<file path="src/rtl/ram_arb_pkg.sv">
// Shared types for the RAM port arbiter: read-owner tags and the RAM read latency
// that sizes the response-routing pipeline.
package ram_arb_pkg;

  typedef enum logic [1:0] {
    OWN_NONE,
    OWN_IF,
    OWN_LS
  } owner_t;

  localparam int RAM_RD_LATENCY = 1;
  localparam int TAG_STAGES     = RAM_RD_LATENCY + 1;

endpackage

</file>
<file path="src/rtl/ram_port_arbiter.sv">
// Two-requester arbiter in front of a single-port RAM: LS priority with an IF
// anti-starvation streak limit, registered RAM command, owner-tagged read returns.
module ram_port_arbiter
  import ram_arb_pkg::*;
#(
  parameter int WIDTH      = 16,
  parameter int DEPTH      = 256,
  parameter int STARVE_MAX = 3,
  localparam int ADDR_W    = $clog2(DEPTH)
) (
  input  logic              i_clk,
  input  logic              i_rst_n,
  input  logic              i_if_req,
  input  logic [ADDR_W-1:0] i_if_addr,
  output logic              o_if_gnt,
  output logic              o_if_rd_dv,
  output logic [WIDTH-1:0]  o_if_rd_data,
  input  logic              i_ls_req,
  input  logic              i_ls_we,
  input  logic [ADDR_W-1:0] i_ls_addr,
  input  logic [WIDTH-1:0]  i_ls_wr_data,
  output logic              o_ls_gnt,
  output logic              o_ls_rd_dv,
  output logic [WIDTH-1:0]  o_ls_rd_data,
  output logic [ADDR_W-1:0] o_ram_addr,
  output logic              o_ram_wr_dv,
  output logic [WIDTH-1:0]  o_ram_wr_data,
  output logic              o_ram_rd_en,
  input  logic              i_ram_rd_dv,
  input  logic [WIDTH-1:0]  i_ram_rd_data
);

  // A zero STARVE_MAX still needs a 1-bit counter; it simply never leaves 0.
  localparam int                  STREAK_W   = (STARVE_MAX > 0) ? $clog2(STARVE_MAX + 1) : 1;
  localparam logic [STREAK_W-1:0] STREAK_LIM = STREAK_W'(STARVE_MAX);
  localparam bit                  FAIR_EN    = (STARVE_MAX > 0);

  logic [STREAK_W-1:0] streak;
  logic [STREAK_W-1:0] streak_nxt;
  logic                if_win;
  logic                if_gnt;
  logic                ls_gnt;
  logic                ls_rd;
  logic                ls_wr;
  owner_t              rd_owner;
  owner_t              tag [TAG_STAGES];

  always_comb begin
    if_win = i_if_req && (!i_ls_req || (FAIR_EN && (streak == STREAK_LIM)));
    if_gnt = i_rst_n && if_win;
    ls_gnt = i_rst_n && i_ls_req && !if_win;
    ls_rd  = ls_gnt && !i_ls_we;
    ls_wr  = ls_gnt && i_ls_we;
  end

  always_comb begin
    streak_nxt = streak;
    if (!i_if_req || if_gnt) begin
      streak_nxt = '0;
    end else if (ls_gnt && (streak != STREAK_LIM)) begin
      streak_nxt = streak + 1'b1;
    end
  end

  always_comb begin
    rd_owner = OWN_NONE;
    if (if_gnt) begin
      rd_owner = OWN_IF;
    end else if (ls_rd) begin
      rd_owner = OWN_LS;
    end
  end

  always_ff @(posedge i_clk) begin
    if (!i_rst_n) begin
      streak        <= '0;
      o_ram_addr    <= '0;
      o_ram_wr_data <= '0;
      o_ram_wr_dv   <= 1'b0;
      o_ram_rd_en   <= 1'b0;
      for (int i = 0; i < TAG_STAGES; i++) begin
        tag[i] <= OWN_NONE;
      end
    end else begin
      streak      <= streak_nxt;
      o_ram_rd_en <= if_gnt || ls_rd;
      o_ram_wr_dv <= ls_wr;
      if (if_gnt) begin
        o_ram_addr <= i_if_addr;
      end else if (ls_gnt) begin
        o_ram_addr <= i_ls_addr;
      end
      if (ls_wr) begin
        o_ram_wr_data <= i_ls_wr_data;
      end
      tag[0] <= rd_owner;
      for (int i = 1; i < TAG_STAGES; i++) begin
        tag[i] <= tag[i-1];
      end
    end
  end

  assign o_if_gnt = if_gnt;
  assign o_ls_gnt = ls_gnt;

  // Returns that arrive while reset is held belong to dropped reads.
  assign o_if_rd_dv   = i_rst_n && i_ram_rd_dv && (tag[TAG_STAGES-1] == OWN_IF);
  assign o_ls_rd_dv   = i_rst_n && i_ram_rd_dv && (tag[TAG_STAGES-1] == OWN_LS);
  assign o_if_rd_data = i_ram_rd_data;
  assign o_ls_rd_data = i_ram_rd_data;

endmodule

</file>
<file path="config.mk">
export PLATFORM = sky130hd
export DESIGN_NAME = ram_port_arbiter
export DESIGN_NICKNAME = d
export VERILOG_FILES = /design/src/rtl/ram_arb_pkg.sv /design/src/rtl/ram_port_arbiter.sv
export SDC_FILE = /design/constraint.sdc
export NUM_CORES = 1
export LEC_CHECK = 0
export BUFFER_PORTS_ARGS = -buffer_cell sky130_fd_sc_hd__buf_2
export CAP_MARGIN = 20
export CORE_MARGIN = 5
export CORE_UTILIZATION = 30
export CTS_CLUSTER_SIZE = 16
export DETAILED_ROUTE_END_ITERATION = 7
export GPL_ROUTABILITY_DRIVEN = 0
export SLEW_MARGIN = 10
export SYNTH_ARGS = -nofsm -noshare
export SYNTH_HDL_FRONTEND = slang
export SYNTH_SLANG_ARGS = --single-unit
</file>
<file path="constraint.sdc">
create_clock -name i_clk -period 2.2 [get_ports i_clk]
set_input_delay 0.22 -clock i_clk [delete_from_list [all_inputs] [get_ports i_clk]]
set_output_delay 0.22 -clock i_clk [all_outputs]
set_load 0.005 [all_outputs]
</file>
; ---- Word-level counts from Yosys, hierarchy flattened
; Memory sizes are Yosys's and may differ from the RTL's.
; Cells that the tools add are included.
; Widths: inputs -> output; s select.
[classes]
magnitude_cmp = 0
bitwise_logic = 3
n_reduce_logical = 19
n_eq_ne = 4
n_div = 0
shift = 0
multipliers = 0
addsub = 1
mux = 8
[ops]
columns = op, count
row1 = $mux 8, 2
row2 = $logic_and 1x1->1, 10
row3 = $mux 2, 4
row4 = $eq 2x2->1 const B, 2
row5 = $logic_not 1->1, 4
row6 = $logic_or 1x1->1, 3
row7 = $add 2x1->2 const B, 1
row8 = $eq 2x1->1 const B, 1
row9 = $mux 1, 2
row10 = $ne 2x2->1 const B, 1
row11 = $or 1x1->1, 2
row12 = $reduce_bool 2->1, 1
row13 = $reduce_or 2->1, 1
row14 = $not 1->1, 1
[totals]
reg_bits = 28
n_memories = 1
out_inout_bits = 62
ramBits = 4
romBits = 0
word_cells = 41
latch_bits = 0
[mem_list]
columns = memory, depth, word_bits, rd, rd_ports_with_merged_regs, wr, line
row1 = tag, 2, 2, 2, 0, 2, ram_port_arbiter.sv:46  ; owner_t tag [TAG_STAGES];

; ---- Depth between registers and ports, before layout
; Gate-level depths: netlist (run 1).
[depth]
ltp_word = 9
mapped_depth = 7
depth_no_buf = 4

; ---- Worst setup path before layout (run 1)
; OpenSTA, ideal clock, no wires.
[synth_timing]
kind = reg-to-reg
start = register streak[0]
end = register o_ram_wr_data[10]
setup_time_ns = 0.115
path_slack_ns = 0.847
required_ns = 2.085
t_arrival_ns = 1.237
synth_period_minus_slack_ns = 1.353
stages_incl_launch_ff = 8
n_path_buf = 3
cell_sequence = dfxtp_1 ha_1 buf_4 nand2_2 and3_1 buf_6 buf_6 o21ai_2
[synth_via]
elab_chain_len = 6
[synth_rtl]
columns = element, line
row1 = from (decl), ram_port_arbiter.sv:38  ; logic [STREAK_W-1:0] streak;
row2 = from (signal assigned), ram_port_arbiter.sv:85  ; streak <= streak_nxt;
row3 = $eq 2x2->1, ram_port_arbiter.sv:49  ; if_win = i_if_req && (!i_ls_req || (FAIR_EN && (streak == STREAK_LIM)));
row4 = $logic_or 1x1->1, ram_port_arbiter.sv:49
row5 = $logic_and 1x1->1, ram_port_arbiter.sv:49
row6 = $logic_not 1->1, ram_port_arbiter.sv:51  ; ls_gnt = i_rst_n && i_ls_req && !if_win;
row7 = $logic_and 1x1->1, ram_port_arbiter.sv:51
row8 = $logic_and 1x1->1, ram_port_arbiter.sv:53  ; ls_wr = ls_gnt && i_ls_we;
row9 = to (signal assigned), ram_port_arbiter.sv:94  ; o_ram_wr_data <= i_ls_wr_data;
row10 = to (decl), ram_port_arbiter.sv:27  ; output logic [WIDTH-1:0] o_ram_wr_data,
; No other way between the ends.
; A chain may end at the register's enable or synchronous reset.

; ---- Worst setup path in the final report (run 1)
[layout_timing]
start = register streak[0]
end = output o_if_gnt
[layout_via]
elab_chain_len = 4
[layout_rtl]
columns = element, line
row1 = $eq 2x2->1, ram_port_arbiter.sv:49
row2 = $logic_or 1x1->1, ram_port_arbiter.sv:49
row3 = $logic_and 1x1->1, ram_port_arbiter.sv:49
row4 = $logic_and 1x1->1, ram_port_arbiter.sv:50  ; if_gnt = i_rst_n && if_win;
row5 = to (decl), ram_port_arbiter.sv:15  ; output logic o_if_gnt,
; No other way between the ends.

==> key figures, run 1 <==
Power and ir drop
  – PwrDens: 702 nW/um^2
  – Static leakage: 0.000802 uW
  – Max IR drop VDD: 0.000318 V
  – Overall Power: 1260 uW

Synthesis
  – Post-Synth Simple-Gate Area: 0.201
  – Mapped cell area: 1570 um^2
  – Largest family of logic cells by synthesized area: buffers and inverters
  – Synthesized instance count: 179
  – Synth Register Bits: 32
  – Post-Synth Adder-Cell Area: 0.00796
  – Syn_nets: 234
  – Mean Syn Cell Area: 8.79 um^2
  – Mux cell area share after synthesis: 0
  – Synth warnings: 0
  – Seq/Total Area, Yosys: 0.407
  – Post-synth cell types: 24
  – Synth Area in Compound Gates: 0.175
  – Synth Area in XOR/XNOR: 0

Clocking
  – Post-CTS Hold Buffers: 0
  – Clock sink count: 32
  – Root Driver: clkbuf_8
  – Clk_lat worst skew: 0.28 ns
  – Clk pin slew, worst setup/hold paths: 0.07 ns
  – Clock Tree Buf Depth: 2
  – TritonCTS clock tree: done
  – Post-cts resize count: 0
  – CTS Buf Count: 5
  – CTS H-tree lvls: 2
  – Post-CTS Setup Repair Bufs: 0

Global routing
  – Number of antenna violations at the first check in global routing: 0
  – Global Route Usage Sum: 0.118
  – Largest net degree at the start of global routing: 26
  – First-pass GRT wire length: 6.11 mm
  – Vias in the first global route: 1339
  – Gr ovfl total: 0

Timing
  – Count of pins over their slew limit: 0
  – Final Hold Vio Count: 0
  – # setup viols final: 0
  – Final TNS setup: 0 ns
  – Slew headroom: 0.470
  – Fmax: 506 MHz
  – Min Clock Period, post-route: 1.98 ns
  – Tightest Pin Transition: 0.795 ns
  – Unrepaired setup endpoints after global routing: false
  – Final Cycle Share: 0.899
  – Fin Clk Skew: 0.00499 ns

Critical path
  – Critical Path, Cell by Cell: ha_1 > inv_1 > a21oi_2 > buf_2
  – WP data required: 1.98 ns
  – Slowest CP cell: a21oi_2
  – Crit path kind: flip-flop to output pin
  – Worst Path Arrival: 1.76 ns
  – Worst path max stage delay: 0.40 ns
  – Worst-path fanout max: 10
  – CP Capture Type: output pin
  – Critical Path Source Type: flip-flop

Floorplanning
  – Die Span Y: 82.4 um
  – Starting Density: 0.308
  – Total core area: 5110 um^2
  – Die Wd: 82.4 um
  – DIE AREA: 6790 um^2
  – FP Rows: 26
  – I/O pin count: 116

Finish
  – Most common cell after layout, fill and taps aside: buf_2
  – Fin nets: 266
  – Final Non-Filler Cells: 281
  – Register area: 641 um^2
  – Multi-input logic area: 604 um^2
  – Most frequent cells in the layout: buf_2, nand2_1, dfxtp_1
  – Antenna Cells: 0
  – Fill cell count: 568
  – Layout cells sized above 1: 0.422
  – Area grow syn2layout: 14.3%

Detailed routing
  – DRC: 0
  – Post-Route WL: 3.92 mm
  – Antenna viol nets, final: 0
  – Wirelength per Cell: 13.9 um
  – Via-to-Cell Ratio: 4.78
  – Via Count: 1342
  – First DRT Iteration DRCs: 31
  – DR pass1 iterations: 5

Placement
  – Dpl cells: 274
  – Count of input and output buffers: 67
  – Dpl hpwl: 2.82 mm

Run
  – Number of max-cap violations: 0

Outcome
  – Run status: completed

Min path
  – Hold Crit Class: primary input to flip-flop
==> path summary, 6_finish.rpt <==
check             cells after the start            start  slack, ns                to
hold / removal                        3  i_ls_wr_data[0]       0.17  o_ram_wr_data[0]
hold reg to reg                       1        tag[0][1]       0.43         tag[0][3]
setup / recovery                      4        streak[0]       0.22          o_if_gnt
setup reg to reg                      4        streak[0]       0.41  o_ram_wr_data[4]
==> per-stage QoR <==
step | setup slack (ns) | util | instance area [um^2] | hold slack (ns)
4_1_cts | 0.216 | 0.352 | 1800 | 0.160
2_1_floorplan | 0.847 | - | 1570 | 0.311
3_3_place_gp | 0.461 | 0.333 | 1700 | 0.416
3_5_place_dp | 0.386 | 0.333 | 1700 | 0.419
5_1_grt | 0.103 | 0.352 | 1800 | 0.184
6_report | 0.223 | 0.352 | 1800 | 0.170
==> per-layer routing <==
| metal | GRT usage | routed length [um] | share of wire | vias up |
|---|---|---|---|---|
| met3 | 0.0358 | 361 | 0.092 | 5 |
| li1 | - | - | - | 674 |
| met1 | 0.145 | 1680 | 0.43 | 610 |
| met4 | 0.0515 | 27 | 0.0069 | 0 |
| met2 | 0.190 | 1850 | 0.47 | 53 |
| met5 | 0 | 0 | 0 | - |
==> sequential cells by signal, summed over array words and instances (netlist names) <==
| register | cells |
|---|---|
| streak | 2 |
| o_ram_wr_dv | 1 |
| o_ram_rd_en | 1 |
| o_ram_wr_data | 16 |
| o_ram_addr | 8 |
| tag | 4 |
==> synth_stat cells <==
master     instances  share of area
nor2_1             2         0.0048
o311ai_0           8          0.045
buf_2              4          0.013
o21bai_1           1         0.0048
clkbuf_1           5          0.012
nor3b_2            1         0.0080
dfxtp_1           32           0.41
a21oi_1            1         0.0032
and2_1             3          0.012
inv_1              3         0.0072
nor3b_1            2         0.0095
ha_1               1         0.0080
o2111ai_1          8          0.045
and4_1             1         0.0056
nand2_1           35          0.084
o21ai_0            7          0.022
o21ai_2            9          0.050
and3_1             1         0.0040
a21oi_2            1         0.0056
buf_6              2          0.014
nand4_1           16          0.064
and4b_1            1         0.0064
buf_4             34           0.16
nand2_2            1         0.0040
==> cell families (layout without fill, tap and decap cells) <==
| logic type | count (synthesis) | count (layout) |
|---|---|---|
| AO/OA/AOI/OAI | 35 | 35 |
| flip-flops | 32 | 32 |
| AND/OR/NAND/NOR | 63 | 63 |
| adder cells (fa/ha/maj) | 1 | 1 |
| buffers and inverters | 48 | 80 |
==> report_power, final <==
| part | leakage, uW | switching (uW) | internal [uW] |
|---|---|---|---|
| registers | 0.000263 | 14.5 | 614 |
| clock network | 0.0000503 | 205 | 278 |
| logic | 0.000488 | 81.8 | 69.0 |
| total | 0.000802 | 302 | 961 |
==> critical path, delay by kind of cell (launching register included) <==
family,cells,cell delay [ns]
compound gates,1,0.40
buf+inv,2,0.36
fa+ha+maj,1,0.38
flops,1,0.33
==> cell type report <==
| cell class | count | area share |
|---|---|---|
| inverter | 3 | 0.00626 |
| clock buffer | 7 | 0.0536 |
| multi-input combinational | 99 | 0.336 |
| sequential | 32 | 0.356 |
| tap | 70 | 0.0487 |
| timing repair buffer | 70 | 0.199 |
(Power assumes the default switching activity.)
==> inputs of run 2 (changes only) <==
- CORE_UTILIZATION: 30 -> 40
- PLACE_DENSITY: not set -> 0.8
- clock period: 2.2 -> 1.9 ns (I/O delays scaled with it)
==> key figures, run 2 (synthesized netlist as in run 1, its figures left out) <==
Outcome
  – Run status: completed

Critical path
  – WP data required: 1.71 ns
  – Cell depth of the worst setup path: 4
  – CP Capture Type: output pin
  – R2r worst-path depth: 4
  – Buf/Inv on CP: 2
  – Crit path to: o_if_gnt
  – Slowest CP cell: dfxtp_1
  – Worst reg2reg startpoint: streak[0]
  – Crit path max-delay family: flip-flops
  – Critical Path Source Type: flip-flop
  – Crit path launch: streak[0]
  – Critical Path, Cell by Cell: ha_2 > inv_1 > a21oi_4 > buf_2
  – Reg-to-reg endpoint: o_ram_addr[7]
  – Crit path kind: flip-flop to output pin
  – Worst Path Arrival: 1.52 ns
  – Worst path max stage delay: 0.34 ns
  – Reg2Reg Setup Slack: 0.47 ns
  – Worst-path fanout max: 10

Detailed routing
  – Via-to-Cell Ratio: 5.11
  – DR pass1 iterations: 4
  – First DRT Iteration DRCs: 84
  – Post-Route WL: 3.67 mm
  – Antenna viol nets, final: 0
  – Via Count: 1340
  – Wirelength per Cell: 14.0 um
  – DRC: 0

Timing
  – Final TNS setup: 0 ns
  – Count of pins over their slew limit: 0
  – Unrepaired setup endpoints after global routing: false
  – Worst hold slack: 0.134 ns
  – Min Clock Period, post-route: 1.71 ns
  – # setup viols final: 0
  – Tightest Pin Transition: 0.534 ns
  – Slew headroom: 0.643
  – Final Cycle Share: 0.899
  – Fmax: 585 MHz
  – Fin Clk Skew: 0.00507 ns
  – Final Hold Vio Count: 0

Power and ir drop
  – NetSw: 347 uW
  – Static leakage: 0.000823 uW
  – Seq pwr share: 0.454
  – Part of the power in combinational logic: 0.110
  – Max IR drop VDD: 0.000465 V
  – Sw Ratio: 0.217
  – Internal power: 1260 uW
  – Clk pwr share: 0.435
  – PwrDens: 878 nW/um^2

Floorplanning
  – Total core area: 3740 um^2
  – Starting Density: 0.420
  – DIE AREA: 5290 um^2
  – FP Rows: 22
  – I/O pin count: 116
  – Die Span Y: 72.7 um
  – Die Wd: 72.7 um

Run
  – Number of max-cap violations: 0

Global routing
  – Largest net degree at the start of global routing: 21
  – First-pass GRT wire length: 5.73 mm
  – Global Route Usage Sum: 0.138
  – Gr ovfl total: 0
  – Number of antenna violations at the first check in global routing: 0
  – Vias in the first global route: 1290

Clocking
  – Post-cts resize count: 1
  – CTS Buf Count: 5
  – Clock sink count: 32
  – Post-CTS Hold Buffers: 0
  – Clock Tree Buf Depth: 2
  – TritonCTS clock tree: done
  – Root Driver: clkbuf_8
  – Post-CTS Setup Repair Bufs: 0
  – CTS H-tree lvls: 2
  – Clk_lat worst skew: 0.28 ns
  – Clk pin slew, worst setup/hold paths: 0.07 ns

Finish
  – Most frequent cells in the layout: buf_2, nand2_1, dfxtp_1
  – Most common cell after layout, fill and taps aside: buf_2
  – Fill cell count: 374
  – Max reg flops: 16
  – Area grow syn2layout: 16.1%
  – Antenna Cells: 0
  – Largest regs: o_ram_wr_data: 16 flops, o_ram_addr: 8 flops, tag: 4 flops
  – Largest register by flop count: o_ram_wr_data
  – Layout cells sized above 1: 0.439
  – Final Non-Filler Cells: 262
  – Fin nets: 268

Placement
  – Dpl hpwl: 2.66 mm
  – Count of input and output buffers: 67
  – Dpl cells: 254

Min path
  – Hold Crit Class: primary input to flip-flop
## run 2: changes by cell type in the layout (fill, tap and decap cells not counted), sizes merged
cell / change
bufinv: +1
buf: +2
## run 2: worst min path at each step
stage                            from           endpoint  slack, ns  cells past startpoint
floorplan                    i_ls_req          tag[0][0]       0.28                      1
global placement    i_ram_rd_data[14]   o_if_rd_data[14]       0.38                      0
detailed placement  i_ram_rd_data[14]   o_if_rd_data[14]       0.38                      0
CTS                   i_ls_wr_data[4]   o_ram_wr_data[4]       0.13                      3
global route         i_ls_wr_data[14]  o_ram_wr_data[14]       0.15                      3
finish                i_ls_wr_data[4]   o_ram_wr_data[4]       0.13                      3
## run 2: worst register-to-register path, delay by kind of cell, from the launching register on
kind / cells / cell delay (ns)
buffers and inverters: 1 / 0.14
adders and majority gates: 1 / 0.30
DFF: 1 / 0.34
AOI/OAI and AO/OA: 2 / 0.51
## run 2: power groups by stage
stage / Combinational (uW) / Sequential (uW) / Clock [uW]
final: 177 / 729 / 698
after global routing: 198 / 734 / 748
after CTS: 180 / 728 / 713
after detailed placement: 178 / 743 / 0
after global placement: 174 / 742 / 0
after floorplan: 134 / 746 / 0
## run 2: layout make-up
class | count | area, um^2 | area share
clock inverter | 1 | 30.0 | 0.0164
tap | 48 | 60.1 | 0.0329
inverter | 3 | 11.3 | 0.00616
multi-input combinational | 99 | 616 | 0.337
timing repair buffer | 72 | 373 | 0.204
clock buffer | 7 | 96.3 | 0.0527
sequential | 32 | 641 | 0.351
## run 2: per-layer routing
| metal | up-vias | GRT usage | wire length (um) |
|---|---|---|---|
| li1 | 667 | - | - |
| met1 | 602 | 0.170 | 1620 |
| met2 | 64 | 0.209 | 1610 |
| met3 | 7 | 0.0647 | 389 |
| met4 | 0 | 0.0533 | 49 |
| met5 | - | 0 | 0 |
## run 2: through the flow
step	setup slack [ns]	utilization	total power [uW]	area (um^2)
CTS	0.0679	0.487	1620	1820
global route	0.113	0.488	1680	1830
global placement	0.185	0.451	916	1690
finish	0.191	0.488	1600	1830
floorplan	0.547	-	880	1570
detailed placement	0.132	0.451	921	1690
